`src/rtl/read_burst_collector.sv`:
```
// Collects DIMM read bursts into whole cache lines. Outstanding reads are queued with their issue time.
// Each read's beats are sampled CAS_LATENCY cycles after issue and unwrapped from critical-word-first order.
module read_burst_collector #(
  parameter int          CAS_LATENCY = 22,
  parameter int          BURST_LEN   = 8,
  parameter int          DATA_WIDTH  = 64,
  parameter int          PADDR_BITS  = 64,
  parameter int          COL_BITS    = 4,
  parameter int          QUEUE_DEPTH = 16,
  parameter logic [31:0] CNT_INIT    = 32'h0
) (
  input  logic                             clk_in,
  input  logic                             rst_N_in,
  input  logic                             issue_valid_in,
  input  logic [PADDR_BITS-1:0]            issue_paddr_in,
  input  logic [COL_BITS-1:0]              issue_col_in,
  output logic                             issue_ready_out,
  input  logic [DATA_WIDTH-1:0]            mem_bus_data_in,
  output logic                             bursting_out,
  output logic                             line_valid_out,
  input  logic                             line_ready_in,
  output logic [PADDR_BITS-1:0]            line_paddr_out,
  output logic [BURST_LEN*DATA_WIDTH-1:0]  line_data_out,
  output logic [$clog2(QUEUE_DEPTH):0]     pending_count_out,
  output logic                             overrun_err_out,
  output logic                             collision_err_out
);

  localparam int PTR_W  = (QUEUE_DEPTH > 1) ? $clog2(QUEUE_DEPTH) : 1;
  localparam int CNT_W  = $clog2(QUEUE_DEPTH) + 1;
  localparam int IDX_W  = $clog2(BURST_LEN);
  localparam int LINE_W = BURST_LEN * DATA_WIDTH;

  localparam logic [0:0]       ST_IDLE    = 1'b0;
  localparam logic [0:0]       ST_CAPTURE = 1'b1;
  localparam logic [31:0]      DUE_AGE    = 32'(CAS_LATENCY - 1);
  localparam logic [IDX_W-1:0] LAST_IDX   = IDX_W'(BURST_LEN - 1);
  localparam logic [CNT_W-1:0] FULL_CNT   = CNT_W'(QUEUE_DEPTH);

  logic [31:0]           cyc_cnt;
  logic [PADDR_BITS-1:0] q_paddr [QUEUE_DEPTH];
  logic [IDX_W-1:0]      q_off   [QUEUE_DEPTH];
  logic [31:0]           q_stamp [QUEUE_DEPTH];
  logic [PTR_W-1:0]      wr_ptr, rd_ptr, cand_ptr;
  logic [CNT_W-1:0]      count;

  logic [0:0]            state;
  logic [IDX_W-1:0]      beat_idx, wr_idx;
  logic [PADDR_BITS-1:0] cap_paddr_p1;
  logic [IDX_W-1:0]      cap_off_p1;
  logic [LINE_W-1:0]     line_buf, line_nxt;

  logic                  head_active, cand_ok, due, last_beat, start, collide, accept;
  logic [31:0]           cand_age;
  logic [1:0]            deq_n;

  // Only the low column bits select the unwrap offset.
  if (COL_BITS > IDX_W) begin : g_col_hi
    logic unused_col_hi;
    assign unused_col_hi = ^issue_col_in[COL_BITS-1:IDX_W];
  end

  assign issue_ready_out   = (count != FULL_CNT);
  assign accept            = issue_valid_in && issue_ready_out;
  assign bursting_out      = (state == ST_CAPTURE);
  assign pending_count_out = count;

  // While beat 0 is on the bus its entry is still the head, so the next read due is one slot behind it.
  assign head_active = (state == ST_CAPTURE) && (beat_idx == '0);
  assign cand_ptr    = rd_ptr + PTR_W'(head_active);
  assign cand_ok     = head_active ? (count > CNT_W'(1)) : (count != '0);
  assign cand_age    = cyc_cnt - q_stamp[cand_ptr];
  assign due         = cand_ok && (cand_age == DUE_AGE);
  assign last_beat   = (state == ST_CAPTURE) && (beat_idx == LAST_IDX);
  assign start       = due && ((state == ST_IDLE) || last_beat);
  assign collide     = due && (state == ST_CAPTURE) && !last_beat;
  assign deq_n       = {1'b0, head_active} + {1'b0, collide};

  assign wr_idx = cap_off_p1 + beat_idx;

  always_comb begin
    line_nxt = line_buf;
    line_nxt[int'(wr_idx)*DATA_WIDTH +: DATA_WIDTH] = mem_bus_data_in;
  end

  // ---- stage p0: queue bookkeeping, capture control, output slot ----
  always_ff @(posedge clk_in or negedge rst_N_in) begin
    if (!rst_N_in) begin
      cyc_cnt           <= CNT_INIT;
      wr_ptr            <= '0;
      rd_ptr            <= '0;
      count             <= '0;
      state             <= ST_IDLE;
      beat_idx          <= '0;
      line_valid_out    <= 1'b0;
      line_paddr_out    <= '0;
      line_data_out     <= '0;
      overrun_err_out   <= 1'b0;
      collision_err_out <= 1'b0;
    end else begin
      cyc_cnt <= cyc_cnt + 32'd1;
      if (accept) wr_ptr <= wr_ptr + PTR_W'(1);
      rd_ptr <= rd_ptr + PTR_W'(deq_n);
      count  <= count + CNT_W'(accept) - CNT_W'(deq_n);

      if (start) begin
        state    <= ST_CAPTURE;
        beat_idx <= '0;
      end else if (last_beat) begin
        state    <= ST_IDLE;
      end else if (state == ST_CAPTURE) begin
        beat_idx <= beat_idx + IDX_W'(1);
      end

      if (collide) collision_err_out <= 1'b1;

      if (last_beat) begin
        if (!line_valid_out || line_ready_in) begin
          line_valid_out <= 1'b1;
          line_paddr_out <= cap_paddr_p1;
          line_data_out  <= line_nxt;
        end else begin
          overrun_err_out <= 1'b1;
        end
      end else if (line_ready_in) begin
        line_valid_out <= 1'b0;
      end
    end
  end

  // ---- stage p1: queue storage, capture context and beat assembly ----
  always_ff @(posedge clk_in) begin
    if (accept) begin
      q_paddr[wr_ptr] <= issue_paddr_in;
      q_off[wr_ptr]   <= issue_col_in[IDX_W-1:0];
      q_stamp[wr_ptr] <= cyc_cnt;
    end
    if (start) begin
      cap_paddr_p1 <= q_paddr[cand_ptr];
      cap_off_p1   <= q_off[cand_ptr];
    end
    if (state == ST_CAPTURE) line_buf <= line_nxt;
  end

endmodule
```
`config.mk`:
```
export PLATFORM = sky130hd
export DESIGN_NAME = read_burst_collector
export DESIGN_NICKNAME = d
export VERILOG_FILES = /design/src/rtl/read_burst_collector.sv
export SDC_FILE = /design/constraint.sdc
export NUM_CORES = 2
export LEC_CHECK = 0
export CORE_AREA = 2 2 561 563
export CTS_CLUSTER_DIAMETER = 30
export DETAILED_ROUTE_END_ITERATION = 8
export DIE_AREA = 0 0 563 565
export HOLD_SLACK_MARGIN = 0.03
export PLACE_DENSITY = 0.63
export SETUP_SLACK_MARGIN = 0.15
export SLEW_MARGIN = 10
export SYNTH_ARGS = -nofsm -noshare
export SYNTH_HDL_FRONTEND = slang
export SYNTH_SLANG_ARGS = --single-unit
```
`constraint.sdc`:
```
create_clock -name clk_in -period 22.5 [get_ports clk_in]
set_clock_uncertainty 0.2 [all_clocks]
set_input_delay 2.25 -clock clk_in [delete_from_list [all_inputs] [get_ports clk_in]]
set_output_delay 2.25 -clock clk_in [all_outputs]
set_load 0.05 [all_outputs]
```
; ---- After elaboration in Yosys (flattened, before gate mapping)
; Memory sizes are Yosys's and may differ from the RTL's. A register that Yosys moved wholly into a read port is not among the register bits.
; Index checks and enable logic that the tools add are counted.
[op_classes]
muxes = 12
n_eq_ne = 5
order_cmp = 1
n_reduce_logical = 20
bitwise = 2
add_sub_neg = 11
shift = 2
[ops]
columns = op, count
row1 = $bwmux W512, 1
row2 = $shift A64 B33 Y512 const A, 1
row3 = $shiftx A64 B33 Y512, 1
row4 = $neg A9 Y33, 1
row5 = $add A32 B1 Y32 const B, 1
row6 = $eq A32 B5 Y1 const B, 1
row7 = $sub A32 B32 Y32, 1
row8 = $mux W3, 3
row9 = $mux W1, 8
row10 = $reduce_and A2 Y1, 4
row11 = $logic_and A1 B1 Y1, 7
row12 = $reduce_bool A2 Y1, 3
row13 = $add A5 B1 Y5, 1
row14 = $gt A5 B1 Y1 const B, 1
row15 = $ne A5 B5 Y1 const B, 1
row16 = $reduce_bool A5 Y1, 1
row17 = $sub A5 B2 Y5, 1
row18 = $add A4 B1 Y4, 1
row19 = $add A4 B1 Y4 const B, 1
row20 = $add A4 B2 Y4, 1
row21 = $ne A2 B1 Y1 const B, 2
row22 = $add A3 B1 Y3 const B, 1
row23 = $add A3 B3 Y3, 1
row24 = $eq A3 B3 Y1 const B, 1
row25 = 5 further kinds, 8
[totals]
input_bits = 136
mem_count = 3
register_bits = 1140
output_inout_bits = 586
wordCells = 68
mem_bits_rw = 1584
[mem_list]
columns = memory, depth, width, read_ports, rd_clocked_by_memory_dff, wr, line
row1 = q_paddr, 16, 64, 1, 1, 1, 41  ; logic [PADDR_BITS-1:0] q_paddr [QUEUE_DEPTH];
row2 = q_stamp, 16, 32, 1, 0, 1, 43  ; logic [31:0] q_stamp [QUEUE_DEPTH];
row3 = q_off, 16, 3, 1, 1, 1, 42  ; logic [IDX_W-1:0] q_off [QUEUE_DEPTH];

; ---- Logic depth before layout (Yosys ltp)
; An unclocked memory read counts as a cell.
[depth]
depth_word = 11
mapped_depth = 33
ltp_nobuf = 30

; ---- Worst setup path before layout
; No wires, ideal clock.
[synth_path]
kind = register to register
startpoint = register state (netlist: bursting_out)
endpoint = register cap_off_p1[0], read port of q_off, enable pin
path_stages_with_launch = 20
path_buffers = 2
setup_time_ns = 0.574
path_slack_ns = -0.059
t_required_ns = 21.726
arrival_time_ns = 21.785
synth_period_minus_slack_ns = 22.559
path_cell_list = dfrtp_1 > and3b_1 > ha_1 > ha_1 > xnor2_1 > clkbuf_1 > buf_1 > mux4_2 > ha_1 > inv_1 > fa_1 > a21o_1 > a311o_1 > a21oi_2 > nor3b_1 > a311oi_1 > or4_1 > nor4_1 > nand4_1 > nor3_1
[synth_via]
elab_chain_len = 7
elab_cells_between_ends = 11
classes_between = add/sub (2) / eq/ne (1) / mux (1) / bitwise (1) / reduce/logical (5) / memory (1)
[synth_rtl]
columns = item, line
row1 = "start, declared", 47  ; logic [0:0] state;
row2 = "start signal, assigned", 93  ; state <= ST_IDLE;
row3 = "start signal, assigned", 107  ; state <= ST_CAPTURE;
row4 = "start signal, assigned", 110  ; state <= ST_IDLE;
row5 = $logic_and A1 B1 Y1, 69  ; assign head_active = (state == ST_CAPTURE) && (beat_idx == '0);
row6 = $add A4 B1 Y4, 70  ; assign cand_ptr = rd_ptr + PTR_W'(head_active);
row7 = $mem_v2 Z16 W32, n/a
row8 = $sub A32 B32 Y32, 72  ; assign cand_age = cyc_cnt - q_stamp[cand_ptr];
row9 = $eq A32 B5 Y1, 73  ; assign due = cand_ok && (cand_age == DUE_AGE);
row10 = $logic_and A1 B1 Y1, 73
row11 = $logic_and A1 B1 Y1 (*), 75  ; assign start = due && ((state == ST_IDLE) || last_beat);
row12 = via start, 53  ; logic head_active, cand_ok, due, last_beat, start, collide, accept;
row13 = "end, declared", 50  ; logic [IDX_W-1:0] cap_off_p1;
; Mark *: on every way through the listed nets, which the timed path passes. The rest lies on a longest branch.
; A chain may end at the register's enable or synchronous reset.

; ---- Final worst setup path
[layout_path]
startpoint = register beat_idx[0]
endpoint = register count[4] (netlist: pending_count_out[4])
[layout_via]
elab_chain_len = 11
elab_cells_between_ends = 15
classes_between = add/sub (4) / eq/ne (2) / mux (1) / reduce/logical (7) / memory (1)
[layout_rtl]
columns = item, line
row1 = "start, declared", 48  ; logic [IDX_W-1:0] beat_idx, wr_idx;
row2 = "start signal, assigned", 112  ; beat_idx <= beat_idx + IDX_W'(1);
row3 = $logic_not A3 Y1, 69
row4 = $logic_and A1 B1 Y1, 69
row5 = $add A4 B1 Y4, 70
row6 = $mem_v2 Z16 W32, n/a
row7 = $sub A32 B32 Y32, 72
row8 = $eq A32 B5 Y1, 73
row9 = $logic_and A1 B1 Y1, 73
row10 = $logic_and A1 B1 Y1, 76  ; assign collide = due && (state == ST_CAPTURE) && !last_beat;
row11 = $logic_and A1 B1 Y1 (*), 76
row12 = via collide, 53
row13 = $add A1 B1 Y2 (*), 77  ; assign deq_n = {1'b0, head_active} + {1'b0, collide};
row14 = $sub A5 B2 Y5 (*), 104  ; count <= count + CNT_W'(accept) - CNT_W'(deq_n);
row15 = "end signal, assigned", 104
row16 = "end, declared", 45  ; logic [CNT_W-1:0] count;
; Marked as above.

==> out/metrics.cfg <==
[run_status]
outcome=finished, final reports clean

[route]
finalWirelength_um=293000
vias=58582
detail_route.wl_per_cell_um=26.0
first_iter_violations=5138
dr.pass1.iters=5
drc_errors=0
ant_nets=0
vias_per_cell=5.19

[timing]
rsz0062_at_grt=false
max_freq_ghz=0.0975
tns_ps=0
finalMaxSlewViolations=0
fin_crit_sh=0.456
worst_slew_pin_slew_ps=1320
hold_viol_final=0
relSlewSlack=0.120
period_needed_ps=10250
setup_viol=0

[flow_run]
drv_cap=0

[cts]
tritoncts=built
root_buffer=clkbuf_16
path_clk_slew_ps=50
cts-hold-fix-buffers=0
cts_sinks=2791
clock_path_buffers=4
numCtsBuffers=530
clock_latency_ps=990
cts_setup_buffers=0
ctsResizeCount=0
h-tree-depth=6

[logic_synthesis]
yosysTopAreaCell=edfxtp_1
synth_xor_area_frac=0.00418
synth_edf_count=2163
synthMuxAreaShare=0.189
synth_top_family_by_area=multiplexers
synth_compound_area_frac=0.0225
syn_inst=5643
yosysTopAreaCellShare=0.596
netlist_area_um2=109000
synth_cell_type_count=66
synthArstFlopShare=0.225
post_synth.cell_area_avg_um2=19.3
ys.flop_type=edfxtp_1
yosysWarnings=0
ys_ff_latch=2791
synth_adder_area_share=0.00705
netlist_top_cells_area=edfxtp_1 60%, dfrtp_1 14%, mux4_2 10%
synth-simple-area-share=0.0251
seq_area_frac_synth=0.741
synth.net_count=5838

[layout]
final_core_util=0.450
areaGrowthSynthToFinish_pct=28.6
final_common_cell=edfxtp_1
final_cell_mix=2,163 x edfxtp_1, 833 x mux2_2, 719 x clkdlybuf4s50_1, 627 x dfrtp_1, 533 x clkbuf_16
drive_gt1_frac=0.323
layout.nets=6893
finalNonFillerCells=11290

[critical_path]
cp.arrival_ps=10850
crit_fanout=110
slowest_delay_ps=910
worstSetupEndpointType=flip-flop
crit_required_ps=23100
cp_slowest_cell=ha_4
start_kind=flip-flop
r2r_setup_slack_ps=12250
worstSetupPathType=reg2reg

[global_route]
grt_pass1_wl_um=419000
grt_pass1_vias=60052
antenna_found_initial=37
overflow=0
grt_usage=0.179
grt_max_degree=144

[worst_hold_path]
hold_path.class=reg2reg

[power]
leakage_nw=50.5
power_density_nw_per_um2=108
ir_drop_uv=88.5

[floorplanning]
die_x_um=563
dieArea_um2=318000
fp.dieH_um=565
num_rows=205
pin_count=722
start_util=0.350
coreArea_um2=311000

[place]
dp.cells=10306
hpwl_um=164000
port_buffers=720
gp_congestion=0.812

==> flip-flops by register name (all words and copies together) (netlist names) <==
register           flops
rd_ptr                 4
q_stamp              512
line_paddr_out        64
wr_ptr                 4
q_off                 48
cap_off_p1             3
line_data_out        512
line_valid_out         1
cyc_cnt               32
cap_paddr_p1          64
pending_count_out      5
overrun_err_out        1
line_buf             512
bursting_out           1
beat_idx               3
q_paddr             1024
collision_err_out      1
==> final cells by class <==
class	count	area [um2]
fillers	26375	171000
flip-flops and latches	2791	80700
multi-input cells	2509	27200
clock buffers	665	14300
repair buffers	809	8080
well taps	4140	5180
clock inverters	308	4440
inverters	57	214
diodes	11	27.5
==> cell families after synthesis <==
kind of cell    count (synthesis)
mux                          1330
xor+xnor                       52
flops                        2791
simple gates                  641
fa+ha+maj                      59
compound gates                427
buf+inv                       343
==> worst paths after layout <==
kind / start / endpoint / cells after the start
max in group asynchronous: rst_N_in / line_data_out[477] / 5
hold reg to reg: cap_paddr_p1[48] / line_paddr_out[48] / 1
setup / recovery: beat_idx[0] / pending_count_out[4] / 30
hold / removal: cap_paddr_p1[48] / line_paddr_out[48] / 1
setup reg to reg: beat_idx[0] / pending_count_out[4] / 30
min in group asynchronous: rst_N_in / line_paddr_out[56] / 1
==> routing by layer <==
metal,global-route usage,routed length [um],vias up
met2,0.291,141000,2171
met5,0,253,-
li1,-,-,24664
met4,0.0557,8320,38
met1,0.231,119000,31207
met3,0.0530,24800,502
==> power by group <==
group          leakage (nW)  internal [W]  switching (W)
Combinational          13.5      0.000371       0.000720
Clock                  8.95       0.00529        0.00278
Sequential             28.0       0.00591      0.0000684
Total                  50.5        0.0116        0.00357
==> critical path, delay by kind of cell (launching register included) <==
family	cells	cell delay, ps
flip-flops	1	460
AO/OA/AOI/OAI	4	750
AND/OR/NAND/NOR	9	2640
multiplexers	2	1150
XOR/XNOR	1	130
buffers and inverters	7	1900
adder cells (fa/ha/maj)	7	2570
==> cell usage after synthesis, types with 6 or more instances <==
library cell,count
nand4_1,16
nand2b_1,8
o21ai_0,281
inv_1,57
buf_1,40
nor4_1,10
o21a_1,13
nor2_1,60
o21ai_1,7
a211oi_1,9
xor2_1,18
and2_1,6
xnor2_1,34
a21o_1,11
and3_1,10
ha_1,55
o211ai_1,7
nor3_1,22
a21oi_1,39
buf_2,6
mux2_2,833
edfxtp_1,2163
clkbuf_1,239
nand3_1,28
mux4_2,495
or3_1,12
nand2_1,442
dfrtp_1,628
==> metrics by stage <==
step	hold slack, ps	power (W)	setup WS, ps	cell area [um2]
after floorplan	255	0.00672	5380	109000
after global placement	256	0.00715	11660	121000
after CTS	262	0.0153	11950	140000
after detailed placement	264	0.00717	11980	121000
after global routing	265	0.0156	11400	140000
final	252	0.0151	12250	140000
Power figures use the tool's default switching activity.
